===== config.mk =====
export PLATFORM = sky130hd
export DESIGN_NAME = sub_result_display_flat
export DESIGN_NICKNAME = d
export VERILOG_FILES = /design/src/rtl/seg7_pkg.sv /design/src/rtl/sub_result_display_if.sv /design/src/rtl/seg7_decoder.sv /design/src/rtl/sub_result_display.sv /design/src/flat_wrapper.sv
export SDC_FILE = /design/constraint.sdc
export NUM_CORES = 1
export LEC_CHECK = 0
export CAP_MARGIN = 0
export CORE_MARGIN = 8
export CORE_UTILIZATION = 30
export DETAILED_ROUTE_END_ITERATION = 12
export PLACE_DENSITY = 0.49
export SLEW_MARGIN = 30
export SYNTH_ARGS = -nofsm -noshare
export SYNTH_HDL_FRONTEND = slang
export SYNTH_SLANG_ARGS = --single-unit

===== constraint.sdc =====
create_clock -name clk -period 4.7 [get_ports clk]
set_clock_uncertainty 0.2 [all_clocks]
set_input_delay 0.94 -clock clk [delete_from_list [all_inputs] [get_ports clk]]
set_output_delay 0.94 -clock clk [all_outputs]
set_load 0.03 [all_outputs]

===== src/rtl/seg7_pkg.sv =====
// Shared 7-segment definitions: scan states, active-low glyph constants and
// the decimal glyph lookup used by every display block on the board.
package seg7_pkg;

  typedef enum logic [1:0] {
    ONES = 2'd0,
    TENS = 2'd1,
    SIGN = 2'd2
  } scan_state_e;

  localparam logic [6:0] SEG_BLANK = 7'b1111111;
  localparam logic [6:0] SEG_MINUS = 7'b0111111;
  localparam logic [2:0] AN_OFF    = 3'b111;

  // Active-low {g,f,e,d,c,b,a}; anything above 9 renders blank.
  function automatic logic [6:0] digit_glyph(input logic [3:0] d);
    logic [6:0] g;
    case (d)
      4'd0:    g = 7'b1000000;
      4'd1:    g = 7'b1111001;
      4'd2:    g = 7'b0100100;
      4'd3:    g = 7'b0110000;
      4'd4:    g = 7'b0011001;
      4'd5:    g = 7'b0010010;
      4'd6:    g = 7'b0000010;
      4'd7:    g = 7'b1111000;
      4'd8:    g = 7'b0000000;
      4'd9:    g = 7'b0010000;
      default: g = SEG_BLANK;
    endcase
    return g;
  endfunction

endpackage


===== src/rtl/sub_result_display_if.sv =====
// Capture/display bundle between the subtractor side and the display stage.
interface sub_result_display_if;
  logic [4:0] d_in;
  logic       d_valid;
  logic [6:0] seg;
  logic [2:0] an;
  logic       neg;
  logic [4:0] result_q;

  modport master (output d_in, d_valid, input seg, an, neg, result_q);
  modport slave  (input d_in, d_valid, output seg, an, neg, result_q);
endinterface


===== src/rtl/seg7_decoder.sv =====
// Combinational 4-bit digit to active-low 7-segment glyph with blanking.
module seg7_decoder
  import seg7_pkg::*;
(
  input  logic [3:0] i_digit,
  input  logic       i_blank,
  output logic [6:0] o_seg
);

  assign o_seg = i_blank ? SEG_BLANK : digit_glyph(i_digit);

endmodule


===== src/rtl/sub_result_display.sv =====
// Captures the 5-bit subtractor result, converts it to sign-magnitude decimal
// and scans it across three multiplexed 7-segment digits (sign, tens, ones).
module sub_result_display
  import seg7_pkg::*;
#(
  parameter int SCAN_DIV       = 50000,
  parameter bit SEG_ACTIVE_LOW = 1'b1
) (
  input logic clk,
  input logic rst,
  sub_result_display_if.slave bus
);

  localparam int                CNT_W    = $clog2(SCAN_DIV);
  localparam logic [CNT_W-1:0]  CNT_LAST = CNT_W'(SCAN_DIV - 1);
  localparam logic [6:0]        SEG_INV  = SEG_ACTIVE_LOW ? 7'h00 : 7'h7F;
  localparam logic [2:0]        AN_INV   = SEG_ACTIVE_LOW ? 3'b000 : 3'b111;

  logic [4:0]       r_result_p0;
  logic             r_neg_p1;
  logic [4:0]       r_mag_p1;
  logic [4:0]       w_mag;
  logic             w_tens;
  logic [3:0]       w_ones;
  scan_state_e      r_state, w_state_nxt;
  logic [CNT_W-1:0] r_cnt, w_cnt_nxt;
  logic [3:0]       w_digit;
  logic             w_blank;
  logic [6:0]       w_dec_seg;
  logic [6:0]       w_seg_al;
  logic [2:0]       w_an_al;
  logic [6:0]       r_seg_p2;
  logic [2:0]       r_an_p2;

  // Stage p0: capture
  always_ff @(posedge clk) begin
    if (rst)               r_result_p0 <= '0;
    else if (bus.d_valid)  r_result_p0 <= bus.d_in;
  end

  // Stage p1: sign-magnitude; a borrow with a zero nibble deliberately yields 16
  assign w_mag = r_result_p0[4] ? (5'd16 - {1'b0, r_result_p0[3:0]})
                                : {1'b0, r_result_p0[3:0]};

  always_ff @(posedge clk) begin
    if (rst) begin
      r_neg_p1 <= 1'b0;
      r_mag_p1 <= '0;
    end else begin
      r_neg_p1 <= r_result_p0[4];
      r_mag_p1 <= w_mag;
    end
  end

  assign w_tens = (r_mag_p1 >= 5'd10);
  assign w_ones = w_tens ? 4'(r_mag_p1 - 5'd10) : r_mag_p1[3:0];

  always_ff @(posedge clk) begin
    if (rst) begin
      r_state <= ONES;
      r_cnt   <= '0;
    end else begin
      r_state <= w_state_nxt;
      r_cnt   <= w_cnt_nxt;
    end
  end

  always_comb begin
    w_state_nxt = r_state;
    w_cnt_nxt   = r_cnt + 1'b1;
    if (r_cnt == CNT_LAST) begin
      w_cnt_nxt = '0;
      case (r_state)
        ONES:    w_state_nxt = TENS;
        TENS:    w_state_nxt = SIGN;
        default: w_state_nxt = ONES;
      endcase
    end
  end

  seg7_decoder u_dec (
    .i_digit (w_digit),
    .i_blank (w_blank),
    .o_seg   (w_dec_seg)
  );

  // Digit content and enable for the slot currently being scanned
  always_comb begin
    w_digit  = w_ones;
    w_blank  = 1'b0;
    w_an_al  = 3'b110;
    w_seg_al = w_dec_seg;
    case (r_state)
      ONES: ;
      TENS: begin
        w_digit = 4'd1;
        w_blank = ~w_tens;
        w_an_al = 3'b101;
      end
      SIGN: begin
        w_an_al  = 3'b011;
        w_seg_al = r_neg_p1 ? SEG_MINUS : SEG_BLANK;
      end
      default: begin
        w_an_al  = AN_OFF;
        w_seg_al = SEG_BLANK;
      end
    endcase
  end

  // Stage p2: seg and an leave together from one register
  always_ff @(posedge clk) begin
    if (rst) begin
      r_seg_p2 <= SEG_BLANK ^ SEG_INV;
      r_an_p2  <= AN_OFF ^ AN_INV;
    end else begin
      r_seg_p2 <= w_seg_al ^ SEG_INV;
      r_an_p2  <= w_an_al ^ AN_INV;
    end
  end

  assign bus.seg      = r_seg_p2;
  assign bus.an       = r_an_p2;
  assign bus.neg      = r_neg_p1;
  assign bus.result_q = r_result_p0;

endmodule


===== src/flat_wrapper.sv =====
// flat-port wrapper written by rule: the top's interface ports become plain ports
module sub_result_display_flat import seg7_pkg::*;
#(
  parameter int SCAN_DIV       = 50000,
  parameter bit SEG_ACTIVE_LOW = 1'b1
)
  (clk, rst, bus_d_in, bus_d_valid, bus_seg, bus_an, bus_neg, bus_result_q);
  sub_result_display_if bus_i ();
  input logic clk;
  input logic rst;
  input wire logic [$bits(bus_i.d_in)-1:0] bus_d_in;
  input wire logic [$bits(bus_i.d_valid)-1:0] bus_d_valid;
  output wire logic [$bits(bus_i.seg)-1:0] bus_seg;
  output wire logic [$bits(bus_i.an)-1:0] bus_an;
  output wire logic [$bits(bus_i.neg)-1:0] bus_neg;
  output wire logic [$bits(bus_i.result_q)-1:0] bus_result_q;
  assign bus_i.d_in = bus_d_in;
  assign bus_i.d_valid = bus_d_valid;
  assign bus_seg = bus_i.seg;
  assign bus_an = bus_i.an;
  assign bus_neg = bus_i.neg;
  assign bus_result_q = bus_i.result_q;
  sub_result_display #(.SCAN_DIV(SCAN_DIV), .SEG_ACTIVE_LOW(SEG_ACTIVE_LOW)) u_core (.clk(clk), .rst(rst), .bus(bus_i));
endmodule

; ---- Word-level counts from Yosys, hierarchy flattened
; Memory sizes are Yosys's and may differ from the RTL's.
; Index checks and enable logic that the tools add are counted.
[word_totals]
register_bits = 39
romBits = 112
input_bits = 8
output_inout_bits = 16
elab_cells = 31
mem_count = 1
[memory_table]
columns = name, depth, width, rd, rd_clocked_by_memory_dff, wr, line
row1 = (name not given), 16, 7, 1, 0, 0, seg7_pkg.sv:18  ; case (d)
[op_classes]
n_addsub = 3
order_cmp = 1
eq_ne = 3
muxes = 9
bitwise_logic = 2
n_reduce_logical = 4
[ops]
columns = cell, count
row1 = 16-bit by 1-bit adder with 16-bit output (second input constant), 1
row2 = 16-bit == test (second input constant), 1
row3 = 7-bit 2-to-1 mux, 2
row4 = 7-bit one-hot mux with 2 select lines, 1
row5 = 4-bit 2-to-1 mux, 3
row6 = 3-bit one-hot mux with 3 select lines, 1
row7 = 2-bit OR reduction, 3
row8 = 5-bit by 4-bit greater-or-equal comparator with 1-bit output (second input constant), 1
row9 = 5-bit by 4-bit subtractor with 5-bit output (first input constant), 1
row10 = 2-bit one-hot mux with 2 select lines, 1
row11 = 4-bit subtractor (second input constant), 1
row12 = 2-bit by 1-bit == test with 1-bit output (second input constant), 1
row13 = 2-bit == test (second input constant), 1
row14 = 2-bit logical NOT, 1
row15 = 1-bit NOT, 2
row16 = 1-bit 2-to-1 mux, 1

; ---- Depth between registers and ports, before layout
; Gate-level depths: netlist (run 1).
; An unclocked memory read counts as a cell.
[logic_depth]
word_depth = 6
depth_mapped = 10
depth_no_buf = 10

; ---- By module
; A second synthesis (run 1) with hierarchy kept.
[hier_totals]
cells_unflattened = 203
area_unflattened_um2 = 1813.0
[by_module_without_submodules]
columns = mod, n_inst, cells_each, area_per_inst_um2, seq_area_each_um2
row1 = sub_result_display, 1, 170, 1577.8, 780.7
row2 = seg7_decoder, 1, 33, 235.2, 0.0

; ---- Worst setup path before layout (run 1)
; No wires, ideal clock.
[synth_timing]
kind = in2reg
from = input port rst
to = register u_core.r_seg_p2[4] (netlist: u_core.bus.seg[4])
t_arrival_ps = 1936
required_ps = 4372
slack_ps = 2436
path_stages = 5
n_path_buf = 2
path_cell_list = clkbuf_1 > or3_1 > clkbuf_1 > a2111oi_0 > nor2_1
[synth_rtl]
columns = element, line
row1 = from (decl), flat_wrapper.sv:10  ; input logic rst;
row2 = to (signal assigned), sub_result_display.sv:114  ; r_seg_p2 <= SEG_BLANK ^ SEG_INV;
row3 = to (signal assigned), sub_result_display.sv:117  ; r_seg_p2 <= w_seg_al ^ SEG_INV;
row4 = to (decl), sub_result_display.sv:32  ; logic [6:0] r_seg_p2;

==> flow_summary.ini, run 1 <==
[run_status]
outcome = finished clean

[die]
initial_utilization_pct = 31.4
io_pins = 24
die-area_um2 = 8490
num_rows = 27
fp.dieH_um = 92.2
die_x_um = 92.2
core-area_um2 = 5540

[power_and_ir_drop]
powerDensity_nw_per_um2 = 347
sw_frac_of_total_pct = 24.4
p_sw_mw = 0.182
vdd_drop_max_mv = 0.156
p_int_mw = 0.563
pwr-share-comb_pct = 13.9
clkPwrFrac_pct = 38.3
seq_power_share_pct = 47.8
power.total_mw = 0.745
leakage_nw = 0.805

[logic_synthesis]
synth_fa_ha_area_share_pct = 4.31
yosys-top-cells-count = 42 x nor2_1, 39 x dfxtp_1, 11 x xor2_1, 10 x nand2_1
synthCells = 197
synth_cell_types = 40
synthMuxAreaShare_pct = 3.45
yosys.area.top_type_share_pct = 44.9
syn_nets = 211
synth-compound-area-share_pct = 8.41
seq_area_frac_synth_pct = 44.9
ys_ff_latch = 39
syn_avg_cell_area_um2 = 8.83
syn-cell-area_um2 = 1740
synth_edf_count = 0
synth-simple-area-share_pct = 27.2
synth_xor_area_share_pct = 8.05
ys.flop_type = dfxtp_1
yosysWarningCount = 0
yosysMostFrequentCell = nor2_1
synth_top_family_by_area = simple AND/OR/NAND/NOR gates
ys_async_sr_fraction_pct = 0
yosys.area.top_type = dfxtp_1
netlist_top_cells_area = dfxtp_1 45%, nor2_1 9.1%, xor2_1 5.5%

[worst_setup_path]
critPathMaxFanout = 18
cp-start-kind = input port
worstPathArrival_ps = 2730
path_class = in2reg
cp.required_ps = 4670
worst_setup_path_end_kind = flip-flop

[final_layout]
seqCellArea_um2 = 781
layout.nets = 234
layout-drive-gt1-share_pct = 6.79
syn2layout_area_growth_pct = 23.2
antenna_cells = 0
fill_cells = 578
instances_no_fill = 293
multi_input_area_um2 = 896

[sta]
fmax_mhz = 363
period_share_pct = 58.6
setup_ws_ps = 1940
rsz0062_at_grt = false
finalMaxSlewViolations = 0
hold_viol_final = 0
setup_viol = 0
tightestPinTransition_ps = 650
fin_crit_ps = 2760
maxSlewHeadroom_pct = 56.6
fin_tns_setup_ps = 0

[clocking]
ctsRootBufferMaster = clkbuf_8
post_cts_hold_buffer_count = 0
post_cts_buffers = 0
htree_num_levels = 2
cts_tree = yes
cts_buffer_depth = 2
clk_latency_ps = 290
ctsResizeCount = 0
clock-sinks = 39
numCtsBuffers = 5
clk_pin_slew_ps = 70

[grt]
gr-total-overflow = 0
grt_max_degree = 19
grt_pass1_wl_mm = 6.09
first_global_vias = 1330
grt_antenna_before_repair = 0
track_usage_pct = 8.50

[detailed_routing]
routedWlPerCell_um = 11.3
drt_iter0_markers = 54
vias_per_cell = 4.60
via_count = 1348
wirelength_mm = 3.30
ant_nets = 0
firstDrtPassIters = 4
drc = 0

[place]
port_buffers = 23
gp_congestion = 0.777
hpwl_mm = 2.45
placed_cells = 285
place_ws_ps = 1630

[min_path]
hold_path.class = reg2reg

[flow_run]
drv_cap = 0
==> sequential cells by signal, summed over array words and instances (netlist names) <==
name	flops
u_core.bus.seg	7
u_core.bus.neg	1
u_core.bus.result_q	5
u_core.bus.an	3
u_core.r_mag_p1	5
u_core.r_state	2
u_core.r_cnt	16
==> cell usage in the layout, fill, tap and decap left out, types with 2 or more instances in the layout <==
cell | synthesis | final
a21boi_0 | 2 | 2
a21oi_1 | 4 | 4
a31oi_1 | 2 | 2
and3_1 | 2 | 2
clkbuf_8 | 0 | 6
clkdlybuf4s50_1 | 0 | 23
dfxtp_1 | 39 | 39
ha_1 | 6 | 6
inv_1 | 8 | 8
mux2i_1 | 6 | 6
nand2_1 | 10 | 10
nand2b_1 | 6 | 6
nand3_1 | 8 | 8
nand4_1 | 4 | 4
nor2_1 | 42 | 42
nor2b_1 | 5 | 5
nor3_1 | 2 | 2
nor4_1 | 3 | 3
o21ai_0 | 3 | 3
o31ai_1 | 2 | 2
or3_1 | 2 | 2
or3b_2 | 2 | 2
xnor2_1 | 5 | 5
xor2_1 | 11 | 11
==> area by class of cell <==
class / instances / share of cell area [%]
tap: 72 / 4.20
clock inverter: 2 / 1.63
sequential: 39 / 36.4
timing repair buffer: 23 / 10.7
inverter: 8 / 1.40
clock buffer: 6 / 3.85
multi-input combinational: 143 / 41.8
==> metal layers <==
metal,vias to the layer above,track usage (%),wire length [um]
met4,0,4.43,80
met3,6,2.77,178
met5,-,0,0
li1,714,-,-
met1,597,10.4,1630
met2,31,12.9,1410
==> worst max-delay path: stages <==
cell and delay [ps]:
clkdlybuf4s50_1 740, or3_1 550, nor2_1 200, a21boi_0 180, a21boi_0 100
==> power groups by stage <==
stage | combinational (mW) | sequential (mW) | clock, mW
finish | 0.104 | 0.356 | 0.285
detailed placement | 0.105 | 0.364 | 0
global route | 0.115 | 0.359 | 0.310
CTS | 0.105 | 0.357 | 0.296
global placement | 0.105 | 0.364 | 0
floorplan | 0.0465 | 0.385 | 0
==> worst paths after layout <==
kind	startpoint	to	slack, ps	cells after the start
setup reg to reg	u_core.r_mag_p1[1]	u_core.bus.seg[3]	2300	7
hold reg to reg	u_core.r_cnt[0]	u_core.r_cnt[0]	260	1
hold / removal	u_core.r_cnt[0]	u_core.r_cnt[0]	260	1
setup / recovery	rst	u_core.bus.seg[6]	1940	5
==> cells by family (layout without fill, tap and decap cells) <==
group,after synthesis,in the layout
and+or+nand+nor,94,94
DFF,39,39
AOI/OAI and AO/OA,21,21
xor gates and xnor gates,16,16
buffers and inverters,15,39
adders and majority gates,6,6
muxes,6,6
==> stage by stage <==
step           util, %  instance area, um2  hold slack (ps)
5_1_grt           38.7                2140              293
6_report          38.7                2140              263
3_5_place_dp      36.6                2030              251
4_1_cts           38.7                2140              271
2_1_floorplan        -                1740              214
3_3_place_gp      36.6                2030              247
No activity file was read; power rests on OpenSTA's default activity.
==> run 2: changes to the inputs <==
clock period = 2.7 ns   (was 4.7 ns; I/O delays follow)
==> flow_summary.ini, run 2 (synthesis gave the netlist of run 1 again) <==
[final_layout]
mostFrequentLayoutCells = 42 x nor2_1, 39 x dfxtp_1, 23 x clkdlybuf4s50_1
final_common_cell = nor2_1
largest_reg_flops = 16
antenna_cells = 0
syn2layout_area_growth_pct = 22.6
layout.nets = 237
layout-drive-gt1-share_pct = 7.59
regMostFlops = u_core.r_cnt

[detailed_routing]
via_count = 1379
firstDrtPassIters = 6
drt_iter0_markers = 48
ant_nets = 0
routedWlPerCell_um = 11.6
wirelength_mm = 3.42
drc = 0
vias_per_cell = 4.66

[die]
die-area_um2 = 8490
fp.dieH_um = 92.2
core-area_um2 = 5540
num_rows = 27
die_x_um = 92.2
io_pins = 24
initial_utilization_pct = 31.4

[sta]
period_share_pct = 88.5
fmax_mhz = 419
rsz0062_at_grt = false
setup_ws_ps = 312
setup_viol = 0
tightestPinTransition_ps = 546
fin_crit_ps = 2390
finalMaxSlewViolations = 0
maxSlewHeadroom_pct = 63.4
fin_tns_setup_ps = 0
hold_viol_final = 0

[worst_setup_path]
crit_family = simple AND/OR/NAND/NOR gates
cp.required_ps = 2650
critPathMaxFanout = 8
worst_setup_path_end_kind = flip-flop
slowest_delay_ps = 470
crit_buf_inv = 1
worstPathArrival_ps = 2340
slowest_stage = or3b_2
cp-start-kind = flip-flop
path_class = reg2reg
cp_cell_sequence = inv_1, ha_1, or3b_2, a21oi_1, nor2b_1, nor4_1, a31oi_1

[grt]
gr-total-overflow = 0
grt_antenna_before_repair = 0
grt_pass1_wl_mm = 6.02
first_global_vias = 1355
grt_max_degree = 16
track_usage_pct = 8.66

[clocking]
clock-sinks = 39
clk_pin_slew_ps = 80
clk_latency_ps = 280
cts_tree = yes
post_cts_buffers = 0
numCtsBuffers = 5
post_cts_hold_buffer_count = 0
ctsRootBufferMaster = clkbuf_8
ctsResizeCount = 0
htree_num_levels = 2
cts_buffer_depth = 2

[flow_run]
drv_cap = 0

[place]
place_ws_ps = 320
port_buffers = 23
hpwl_mm = 2.57
gp_congestion = 0.807

[power_and_ir_drop]
leakage_nw = 0.799
vdd_drop_max_mv = 0.366
powerDensity_nw_per_um2 = 553

[min_path]
hold_path.class = reg2reg

[run_status]
outcome = finished clean
==> run 2: metrics by stage <==
stage / power, mW / hold WS [ps] / area [um2] / util, % / instances
finish: 1.18 / 262 / 2130 / 38.5 / 296
global route: 1.25 / 291 / 2130 / 38.5 / 296
CTS: 1.20 / 267 / 2130 / 38.5 / 296
detailed placement: 0.821 / 247 / 2050 / 37.0 / 288
global placement: 0.820 / 247 / 2050 / 37.0 / 288
floorplan: 0.751 / 214 / 1740 / - / 197
==> run 2: per-layer routing <==
metal	share of wire [%]	track usage, %
met1	48	9.84
met2	45	13.9
met3	5.1	3.50
met4	1.7	3.89
met5	0	0
==> run 2: worst paths after layout <==
kind,start,end,slack [ps],depth (start not counted)
setup / recovery,u_core.r_mag_p1[1],u_core.bus.seg[3],310,7
hold / removal,u_core.r_cnt[0],u_core.r_cnt[0],260,1
setup reg to reg,u_core.r_mag_p1[1],u_core.bus.seg[3],310,7
hold reg to reg,u_core.r_cnt[0],u_core.r_cnt[0],260,1
==> run 2: final cells by class <==
| cell class | instances | area (um2) |
|---|---|---|
| Fill cell | 573 | 3410 |
| Tap cell | 72 | 90.1 |
| Timing Repair Buffer | 26 | 253 |
| Multi-Input combinational cell | 143 | 896 |
| Clock inverter | 2 | 12.5 |
| Inverter | 8 | 30.0 |
| Sequential cell | 39 | 781 |
| Clock buffer | 6 | 72.6 |
==> run 2: power by group <==
part	internal, mW	switching (mW)	leakage [nW]
Clock	0.180	0.194	0.0412
Sequential	0.603	0.0171	0.319
Combinational	0.0823	0.103	0.438
Total	0.865	0.314	0.799
